$ cat config.mk
export PLATFORM = sky130hd
export DESIGN_NAME = pixel_stream_processor
export DESIGN_NICKNAME = d
export VERILOG_FILES = /design/src/rtl/pixel_proc_pkg.sv /design/src/rtl/pixel_op_unit.sv /design/src/rtl/pixel_stream_processor.sv
export SDC_FILE = /design/constraint.sdc
export NUM_CORES = 1
export LEC_CHECK = 0
export ABC_AREA = 0
export BUFFER_PORTS_ARGS = -buffer_cell sky130_fd_sc_hd__clkbuf_2
export CORE_UTILIZATION = 50
export DETAILED_ROUTE_END_ITERATION = 10
export GPL_TIMING_DRIVEN = 0
export PLACE_DENSITY = 0.78
export SYNTH_ARGS = -nofsm -noshare
export SYNTH_HDL_FRONTEND = slang
export SYNTH_SLANG_ARGS = --single-unit
$ cat constraint.sdc
create_clock -name clk -period 7.3 [get_ports clk]
set_clock_uncertainty 0.1 [all_clocks]
set_input_delay 0.365 -clock clk [delete_from_list [all_inputs] [get_ports clk]]
set_output_delay 0.365 -clock clk [all_outputs]
set_load 0.1 [all_outputs]
$ cat src/rtl/pixel_proc_pkg.sv
// Shared op codes, luma weights and FSM encoding for the pixel stream processor.
package pixel_proc_pkg;

   localparam logic [2:0] OP_PASS   = 3'b000;
   localparam logic [2:0] OP_GRAY   = 3'b001;
   localparam logic [2:0] OP_THRESH = 3'b010;
   localparam logic [2:0] OP_BRIGHT = 3'b011;
   localparam logic [2:0] OP_DARK   = 3'b100;
   localparam logic [2:0] OP_INVERT = 3'b101;

   localparam int LUMA_R = 77;
   localparam int LUMA_G = 150;
   localparam int LUMA_B = 29;

   typedef enum logic {
      ST_WAIT_SOF = 1'b0,
      ST_ACTIVE   = 1'b1
   } state_t;

endpackage

$ cat src/rtl/pixel_op_unit.sv
// Single-channel arithmetic: saturating add/subtract of an operand, and bitwise invert.
module pixel_op_unit #(
   parameter int PIX_W = 8
) (
   input  logic [PIX_W-1:0] pix,
   input  logic [PIX_W-1:0] operand,
   output logic [PIX_W-1:0] add_sat,
   output logic [PIX_W-1:0] sub_sat,
   output logic [PIX_W-1:0] inv
);

   logic [PIX_W:0] sum;
   logic [PIX_W:0] diff;

   assign sum  = {1'b0, pix} + {1'b0, operand};
   assign diff = {1'b0, pix} - {1'b0, operand};

   // Carry out means overflow; borrow out means underflow.
   assign add_sat = sum[PIX_W]  ? '1 : sum[PIX_W-1:0];
   assign sub_sat = diff[PIX_W] ? '0 : diff[PIX_W-1:0];
   assign inv     = ~pix;

endmodule

$ cat src/rtl/pixel_stream_processor.sv
// Valid/ready pixel stream processor: SOF-latched per-pixel op, 2-stage pipeline, frame geometry tracking.
//   state       | meaning
//   ST_WAIT_SOF | idle between frames; non-SOF beats are dropped and flag an error
//   ST_ACTIVE   | inside a frame; beats forwarded, col/row follow geometry
module pixel_stream_processor
   import pixel_proc_pkg::*;
#(
   parameter int PIX_W    = 8,
   parameter int CHANNELS = 3,
   parameter int IMG_W    = 640,
   parameter int IMG_H    = 480
) (
   input  logic                      clk,
   input  logic                      rst,
   input  logic [2:0]                operation_select,
   input  logic [PIX_W-1:0]          threshold_value,
   input  logic [PIX_W-1:0]          brightness_value,
   input  logic                      s_valid,
   output logic                      s_ready,
   input  logic [CHANNELS*PIX_W-1:0] s_data,
   input  logic                      s_sof,
   input  logic                      s_eol,
   output logic                      m_valid,
   input  logic                      m_ready,
   output logic [CHANNELS*PIX_W-1:0] m_data,
   output logic                      m_sof,
   output logic                      m_eol,
   output logic                      frame_done,
   output logic                      frame_err
);

   localparam int DW = CHANNELS * PIX_W;
   localparam int LW = PIX_W + 8;
   localparam int CW = (IMG_W > 1) ? $clog2(IMG_W) : 1;
   localparam int RW = (IMG_H > 1) ? $clog2(IMG_H) : 1;
   localparam logic [CW-1:0] COL_LAST = CW'(IMG_W - 1);
   localparam logic [RW-1:0] ROW_LAST = RW'(IMG_H - 1);
   localparam logic [CW-1:0] COL_ONE  = CW'(1);
   localparam logic [RW-1:0] ROW_ONE  = RW'(1);

   state_t            state_q, state_d;
   logic [CW-1:0]     col_q, col_d, beat_col;
   logic [RW-1:0]     row_q, row_d, beat_row;
   logic              err_d, latch_cfg, fwd, last_col, last_row;
   logic [2:0]        op_q, op_eff;
   logic [PIX_W-1:0]  thr_q, thr_eff, bri_q, bri_eff;
   logic              advance, accept;

   assign advance = !m_valid | m_ready;
   assign s_ready = !rst & ((state_q == ST_WAIT_SOF & !s_sof) | advance);
   assign accept  = s_valid & s_ready;

   always_comb begin
      state_d   = state_q;
      col_d     = col_q;
      row_d     = row_q;
      err_d     = frame_err;
      latch_cfg = 1'b0;
      fwd       = 1'b0;
      beat_col  = col_q;
      beat_row  = row_q;
      last_col  = 1'b0;
      last_row  = 1'b0;
      if (accept) begin
         if (state_q == ST_WAIT_SOF && !s_sof) begin
            err_d = 1'b1;
         end else begin
            fwd = 1'b1;
            if (s_sof) begin
               // A restart anywhere but (0,0) is itself a framing error.
               latch_cfg = 1'b1;
               err_d     = (state_q == ST_ACTIVE) && (col_q != '0 || row_q != '0);
               beat_col  = '0;
               beat_row  = '0;
            end
            last_col = (beat_col == COL_LAST);
            last_row = (beat_row == ROW_LAST);
            if (s_eol != last_col) err_d = 1'b1;
            state_d = ST_ACTIVE;
            if (last_col) begin
               col_d = '0;
               if (last_row) begin
                  row_d   = '0;
                  state_d = ST_WAIT_SOF;
               end else begin
                  row_d = beat_row + ROW_ONE;
               end
            end else begin
               col_d = beat_col + COL_ONE;
               row_d = beat_row;
            end
         end
      end
   end

   always_ff @(posedge clk or posedge rst) begin
      if (rst) begin
         state_q   <= ST_WAIT_SOF;
         col_q     <= '0;
         row_q     <= '0;
         frame_err <= 1'b0;
         op_q      <= OP_PASS;
         thr_q     <= '0;
         bri_q     <= '0;
      end else begin
         state_q   <= state_d;
         col_q     <= col_d;
         row_q     <= row_d;
         frame_err <= err_d;
         if (latch_cfg) begin
            op_q  <= operation_select;
            thr_q <= threshold_value;
            bri_q <= brightness_value;
         end
      end
   end

   // The SOF beat itself must use the freshly presented config.
   assign op_eff  = latch_cfg ? operation_select : op_q;
   assign thr_eff = latch_cfg ? threshold_value  : thr_q;
   assign bri_eff = latch_cfg ? brightness_value : bri_q;

   logic [PIX_W-1:0] luma;
   generate
      if (CHANNELS == 3) begin : g_luma_rgb
         logic [LW-1:0] r_ext, g_ext, b_ext, acc;
         assign r_ext = LW'(s_data[2*PIX_W +: PIX_W]);
         assign g_ext = LW'(s_data[PIX_W +: PIX_W]);
         assign b_ext = LW'(s_data[0 +: PIX_W]);
         assign acc   = r_ext * LW'(LUMA_R) + g_ext * LW'(LUMA_G) + b_ext * LW'(LUMA_B);
         assign luma  = acc[LW-1:8];
      end else begin : g_luma_mono
         assign luma = s_data[PIX_W-1:0];
      end
   endgenerate

   logic [DW-1:0] add_v, sub_v, inv_v;
   for (genvar c = 0; c < CHANNELS; c++) begin : g_ch
      pixel_op_unit #(.PIX_W(PIX_W)) u_op (
         .pix     (s_data[c*PIX_W +: PIX_W]),
         .operand (bri_eff),
         .add_sat (add_v[c*PIX_W +: PIX_W]),
         .sub_sat (sub_v[c*PIX_W +: PIX_W]),
         .inv     (inv_v[c*PIX_W +: PIX_W])
      );
   end

   logic              s1_valid, s1_sof, s1_eol, s1_last, m_last;
   logic [DW-1:0]     s1_data, s1_add, s1_sub, s1_inv, mux_data;
   logic [PIX_W-1:0]  s1_luma, s1_thr;
   logic [2:0]        s1_op;

   always_comb begin
      mux_data = s1_data;
      case (s1_op)
         OP_GRAY:   mux_data = {CHANNELS{s1_luma}};
         OP_THRESH: mux_data = (s1_luma >= s1_thr) ? '1 : '0;
         OP_BRIGHT: mux_data = s1_add;
         OP_DARK:   mux_data = s1_sub;
         OP_INVERT: mux_data = s1_inv;
         default:   mux_data = s1_data;
      endcase
   end

   always_ff @(posedge clk or posedge rst) begin
      if (rst) begin
         s1_valid <= 1'b0;
         s1_data  <= '0;
         s1_add   <= '0;
         s1_sub   <= '0;
         s1_inv   <= '0;
         s1_luma  <= '0;
         s1_thr   <= '0;
         s1_op    <= OP_PASS;
         s1_sof   <= 1'b0;
         s1_eol   <= 1'b0;
         s1_last  <= 1'b0;
         m_valid  <= 1'b0;
         m_data   <= '0;
         m_sof    <= 1'b0;
         m_eol    <= 1'b0;
         m_last   <= 1'b0;
      end else if (advance) begin
         s1_valid <= fwd;
         if (fwd) begin
            s1_data <= s_data;
            s1_add  <= add_v;
            s1_sub  <= sub_v;
            s1_inv  <= inv_v;
            s1_luma <= luma;
            s1_thr  <= thr_eff;
            s1_op   <= op_eff;
            s1_sof  <= (beat_col == '0) && (beat_row == '0);
            s1_eol  <= last_col;
            s1_last <= last_col & last_row;
         end
         m_valid <= s1_valid;
         if (s1_valid) begin
            m_data <= mux_data;
            m_sof  <= s1_sof;
            m_eol  <= s1_eol;
            m_last <= s1_last;
         end
      end
   end

   assign frame_done = m_valid & m_ready & m_last;

endmodule

* Word-level counts from Yosys, hierarchy flattened *
Cells that the tools add are included.
Widths: inputs -> output; s select.

cells by class
  $add $sub $neg = 10
  multipliers = 3
  divide/modulo/power cells = 0
  order comparisons = 1
  equal/unequal tests = 8
  shifts and indexed selects = 0
  muxes and demuxes = 38
  bitwise gates (word level) = 13
  reduce and logical (&&, ||, !) cells = 16

operators with widths
  cell                   count
  $pmux 24 s5            1
  $mux 8                 8
  $mux 9                 7
  $mux 10                6
  $mul 8x7->15 const B   2
  $add 8x8->9            3
  $sub 8x8->9            3
  $mux 24                1
  $not 8->8              3
  $add 15x16->16         1
  $add 16x13->16         1
  $mux 1                 14
  $mul 8x5->13 const B   1
  $add 10x1->10 const B  1
  $eq 10x10->1 const B   1
  $logic_not 10->1       1
  $reduce_bool 10->1     1
  $add 9x1->9 const B    1
  $eq 9x9->1 const B     1
  $logic_not 9->1        1
  $reduce_bool 9->1      1
  $ge 8x8->1             1
  $reduce_and 2->1       4
  $and 1x1->1            6
  other kinds (11)       19

storage, ports and cells
  register bits after elaboration = 187
  latch bits = 0
  memory bits (writable) = 0
  bits in read-only memories = 0
  bits of input ports = 49
  output and inout bits = 30
  word-level logic and storage cells = 112
  memories = 0

* Logic depth before layout (Yosys ltp) *
  word-level depth = 10
  gate-level depth with buffers = 25
  mapped depth without buffers = 25

* Cells and area by module *
From an unflattened synthesis, not the netlist that was laid out.

second synthesis, totals
  cell total of the unflattened synthesis = 1532
  area total of the unflattened synthesis = 13794.5 um2

by module, submodules not included
  module                             times used  cells each  area each (um2)  seq. area each (um2)
  pixel_stream_processor             1           1183        11243.3          4679.5
  pixel_op_unit at g_ch[0].u_op ...  2           116         845.8            0.0
  pixel_op_unit at g_ch[2].u_op      1           117         859.6            0.0

* Worst setup path before layout *
Ideal clock, no wire load.

  path type = input to register
  from = input s_data[12]
  to = register s1_luma[4]
  arrival time = 5979 ps
  setup slack = 1099 ps
  cell stages on the path = 22
  cell sequence = ha_1 ha_1 inv_1 fa_1 fa_1 inv_1 ha_1 xnor2_1 fa_1 fa_1 inv_1 fa_1 fa_1 inv_1 ha_1 a21oi_1 a31oi_1 a21oi_1 nand2b_1 a21oi_1 o21ai_0 a32o_1

on the way
  word-level cells in the longest chain between the ends = 3

RTL lines
  element                 RTL line                       RTL
  start: declaration      pixel_stream_processor.sv:20   input logic [CHANNELS*PIX_W-1:0] s_data,
  $mul 8x7->15            pixel_stream_processor.sv:130  assign acc = r_ext * LW'(LUMA_R) + g_ext * LW'(LUMA_G) + b_ext * LW'(LUMA_B);
  $add 15x16->16          pixel_stream_processor.sv:130
  $add 16x13->16          pixel_stream_processor.sv:130
  end signal: assignment  pixel_stream_processor.sv:190  s1_luma <= luma;
  end: declaration        pixel_stream_processor.sv:150  logic [PIX_W-1:0] s1_luma, s1_thr;

No other way between the ends.
A chain may end at the register's enable or synchronous reset.

* Worst setup path after layout *
  from = input s_data[12]
  to = register s1_luma[6]

Same word-level chain as after synthesis.

==> run summary <==
The flow ran to the end, and the final reports show no timing, DRC or antenna violations. The HPWL reported at the end of detailed placement came out at 27510 um. The cell count after synthesis came out at between 1000 and 1500. The final critical path time including I/O delays and setup is 6658 ps.

The number of detailed-route iterations in the first pass is 6. The multi-input logic area is around 7600 um2. The core outline area is between 20000 and 30000 um2. The number of antenna diodes in the final layout is 0. The later pin in the worst-skew pair is clocked with a latency of ~440 ps.

The largest voltage drop on the vdd net came out at roughly 550 uV. After the flow finishes, the layout carries non-filler instances totaling around 1800. The power density over the cells came out at ~450 nW/um2. In this run, synthesis inferred 0 flip-flops with an integrated enable. The number of distinct standard cells referenced by the synthesized netlist came out at 67. The pin slew with the least headroom to its limit came out at ~920 ps. The global routing usage summed across all routing layers is 0.2806. The number of cells after detailed placement came out at approximately 1800. The routed design has 35500 um of wire. The chip height came out at 163.7 um. The maximum fanout along the worst path is 8. The average vias per placed instance came out at between 5 and 6. The number of buffers on the longest clock path came out at 2.

STA classifies the critical path startpoint as an input port. The count of buffers inserted at the top-level ports is 78. The number of nets in the finished design came out at around 1700. The number of buffers added for setup after CTS came out at 0. The sink count of the clock tree is between 150 and 200. The register clock-pin slew on the reported worst setup and hold paths came out at approximately 60 ps.

The timing-limited maximum frequency came out at between 150 and 200 MHz. The final antenna-violating net count is 0. The relative area change from synthesis to final layout is 11.12%. The max-slew violation total from the final report was 0. The ratio of cells with drive above 1 in the final layout is 0.1257. The total DRC errors in the routed layout came out at 0. The proportion of netlist area held by the largest area contributor came out at 0.3580. The synthesized net count came out at between 1500 and 2000. The count of state elements after synthesis is about 190. The placer congestion estimate came out at 0.9330. The max-capacitance violation count came out at 0. The share of synthesized registers carrying an async set or reset came out at 1.000. The number of cell rows is between 50 and 60. The mapped cell area came out at 13070 um2. The initial antenna violation count came out at 0.

The dominant cell by count in the synthesized netlist is sky130_fd_sc_hd__dfrtp_1. In this run the count of I/O pins placed on the die edge is around 80. The commonest cells after synthesis are sky130_fd_sc_hd__dfrtp_1 (187), sky130_fd_sc_hd__nand2_1 (160), sky130_fd_sc_hd__ha_1 (142), sky130_fd_sc_hd__inv_1 (141), sky130_fd_sc_hd__o21ai_0 (98). The kind of path behind the tightest hold check is in -> reg. The die extent in x is approximately 160 um. Entering global routing, the biggest net connects 100 pins. The total clock buffers created by CTS came out at 17. The count of filler cells inserted in the layout came out at about 2200. The standby leakage power came out at around 7 nW. The sequential cell area came out at around 4700 um2. Of the synthesized area, sequential elements account for 0.3580. The share of the cycle needed by the critical path after routing is 0.9120.

The full die area is 26790 um2. The biggest area consumer among synthesized cells is sky130_fd_sc_hd__dfrtp_1. Dividing the detail-routed wire length by the instance count gives between 15 and 20 um. TritonCTS built the clock tree. The final hold violation count came out at 0. The final-report setup violation count is 0. The effective utilization at floorplan came out at 0.5146. The via count of the first global-routing pass is roughly 11000.

The first-pass GRT wire length came out at roughly 57000 um. STA classifies the critical path endpoint as a flop. Setup repair after global routing left no endpoint under its margin.

The worst setup path is of the in -> reg kind. At the worst endpoint, the required time is 7490 ps. The deepest level of the CTS H-tree came out at 4. The signal arrival time at the worst endpoint came out at 6840 ps. For this run, the number of Yosys warnings is 0. The hold buffer count at CTS came out at 1.

Once the clock tree was built, the resizer swapped 0 gates to a different size. The overall overflow remaining after global route is 0. The remaining max-slew budget at the tightest pin came out at 0.3874. CTS placed an instance of sky130_fd_sc_hd__clkbuf_16 at the clock tree root. The design draws 6.578 mW.

The initial DRC count came out at a little over 900. The most used flip-flop cell after synthesis is sky130_fd_sc_hd__dfrtp_1. Ranked by total cell area, the synthesized netlist is headed by sky130_fd_sc_hd__dfrtp_1 (36%), sky130_fd_sc_hd__ha_1 (14%), sky130_fd_sc_hd__fa_1 (9.3%), sky130_fd_sc_hd__nand2_1 (4.6%), sky130_fd_sc_hd__inv_1 (4.0%). After synthesis, the mean cell area works out to 9.617 um2. The total via count in the routed design is about 11000.
## logic make-up (layout without fill, tap and decap cells)
kind of cell / count (synthesis) / after routing / share of synthesized area
AOI/OAI and AO/OA: 342 / 342 / 0.1639
xor gates and xnor gates: 39 / 39 / 0.02613
adders and majority gates: 203 / 203 / 0.2294
buffers and inverters: 195 / 308 / 0.06012
DFF: 187 / 187 / 0.3580
muxes: 52 / 52 / 0.04260
and+or+nand+nor: 341 / 341 / 0.1199
## metrics by stage
stage / util / TNS (ps) / cell area (um2) / setup WS (ps) / hold slack (ps)
after floorplan: - / 0 / 13070 / 1099 / 342.9
after global placement: 0.5462 / -286930 / 13870 / -1835 / 354.4
after detailed placement: 0.5479 / 0 / 13920 / 146.7 / 368.7
after CTS: 0.5718 / 0 / 14520 / 626.9 / 65.48
after global routing: 0.5718 / 0 / 14520 / 299.8 / 79.19
final: 0.5718 / 0 / 14520 / 642.4 / 78.30
## cell usage in the layout (no fill, tap or decap), types with 10 or more instances in the layout
master,instances
sky130_fd_sc_hd__mux2i_1,35
sky130_fd_sc_hd__a21o_1,10
sky130_fd_sc_hd__a21oi_1,94
sky130_fd_sc_hd__a31oi_1,30
sky130_fd_sc_hd__clkbuf_1,28
sky130_fd_sc_hd__fa_1,61
sky130_fd_sc_hd__inv_1,140
sky130_fd_sc_hd__nand2_1,160
sky130_fd_sc_hd__nand3_1,14
sky130_fd_sc_hd__a22o_1,15
sky130_fd_sc_hd__clkbuf_16,17
sky130_fd_sc_hd__o22ai_1,25
sky130_fd_sc_hd__xnor2_1,26
sky130_fd_sc_hd__dfrtp_1,187
sky130_fd_sc_hd__clkbuf_2,78
sky130_fd_sc_hd__o21ai_0,98
sky130_fd_sc_hd__o21bai_1,14
sky130_fd_sc_hd__nor2_1,73
sky130_fd_sc_hd__nor3_1,16
sky130_fd_sc_hd__xor2_1,13
sky130_fd_sc_hd__mux2_2,13
sky130_fd_sc_hd__and3_1,10
sky130_fd_sc_hd__nor2b_1,15
sky130_fd_sc_hd__buf_2,16
sky130_fd_sc_hd__nand2b_1,15
sky130_fd_sc_hd__ha_1,142
## metal layers
metal | GRT usage | vias up | wire (um)
li1 | - | 4867 | -
met1 | 0.3577 | 5072 | 14630
met2 | 0.4622 | 475 | 16720
met3 | 0.05180 | 112 | 2615
met4 | 0.1284 | 0 | 1533
met5 | 0 | - | 0
## critical path, stage by stage
cell and delay (ps):
sky130_fd_sc_hd__clkbuf_2 210, sky130_fd_sc_hd__ha_1 340, sky130_fd_sc_hd__ha_1 270, sky130_fd_sc_hd__inv_1 50
sky130_fd_sc_hd__fa_1 490, sky130_fd_sc_hd__fa_1 520, sky130_fd_sc_hd__inv_1 50, sky130_fd_sc_hd__ha_1 340
sky130_fd_sc_hd__xnor2_1 250, sky130_fd_sc_hd__fa_1 470, sky130_fd_sc_hd__fa_1 520, sky130_fd_sc_hd__inv_1 50
sky130_fd_sc_hd__fa_1 460, sky130_fd_sc_hd__fa_1 540, sky130_fd_sc_hd__inv_1 40, sky130_fd_sc_hd__ha_1 360
sky130_fd_sc_hd__a21oi_1 210, sky130_fd_sc_hd__a31oi_1 110, sky130_fd_sc_hd__a21oi_1 300, sky130_fd_sc_hd__o21ai_0 210
sky130_fd_sc_hd__a21oi_1 200, sky130_fd_sc_hd__xor2_1 350, sky130_fd_sc_hd__o21ai_0 130
## layout make-up
cell class                      instances  share of cell area
Buffer                                 53             0.01740
Inverter                              142             0.03722
Clock inverter                         12            0.009735
Tap cell                              330             0.02843
Sequential cell                       187              0.3222
Multi-Input combinational cell        977              0.5236
Clock buffer                           20             0.03144
Timing Repair Buffer                   81             0.02998
## path summary, 6_finish.rpt
check / from / to / slack, ps / cells after the start
min reg2reg: s1_data[2] / s1_data[2] / 380 / 2
max: s_data[12] / s1_luma[6] / 640 / 23
min in group asynchronous: rst / frame_err / 540 / 3
max reg2reg: state_q / s1_add[12] / 3190 / 15
min: threshold_value[6] / thr_q[6] / 80 / 2
max in group asynchronous: rst / s1_inv[16] / 5670 / 4
## report_power, final
part	switching, mW	total, mW	internal (mW)
Clock	0.412	0.939	0.526
Sequential	0.235	1.60	1.37
Combinational	2.67	4.03	1.37
## flip-flops by register name, indices dropped and copies added, names as in the netlist, 9 cells and up
signal	cells
col_q	10
m_data	24
row_q	9
s1_add	24
s1_data	24
s1_inv	24
s1_sub	24
Power figures use the tool's default switching activity.
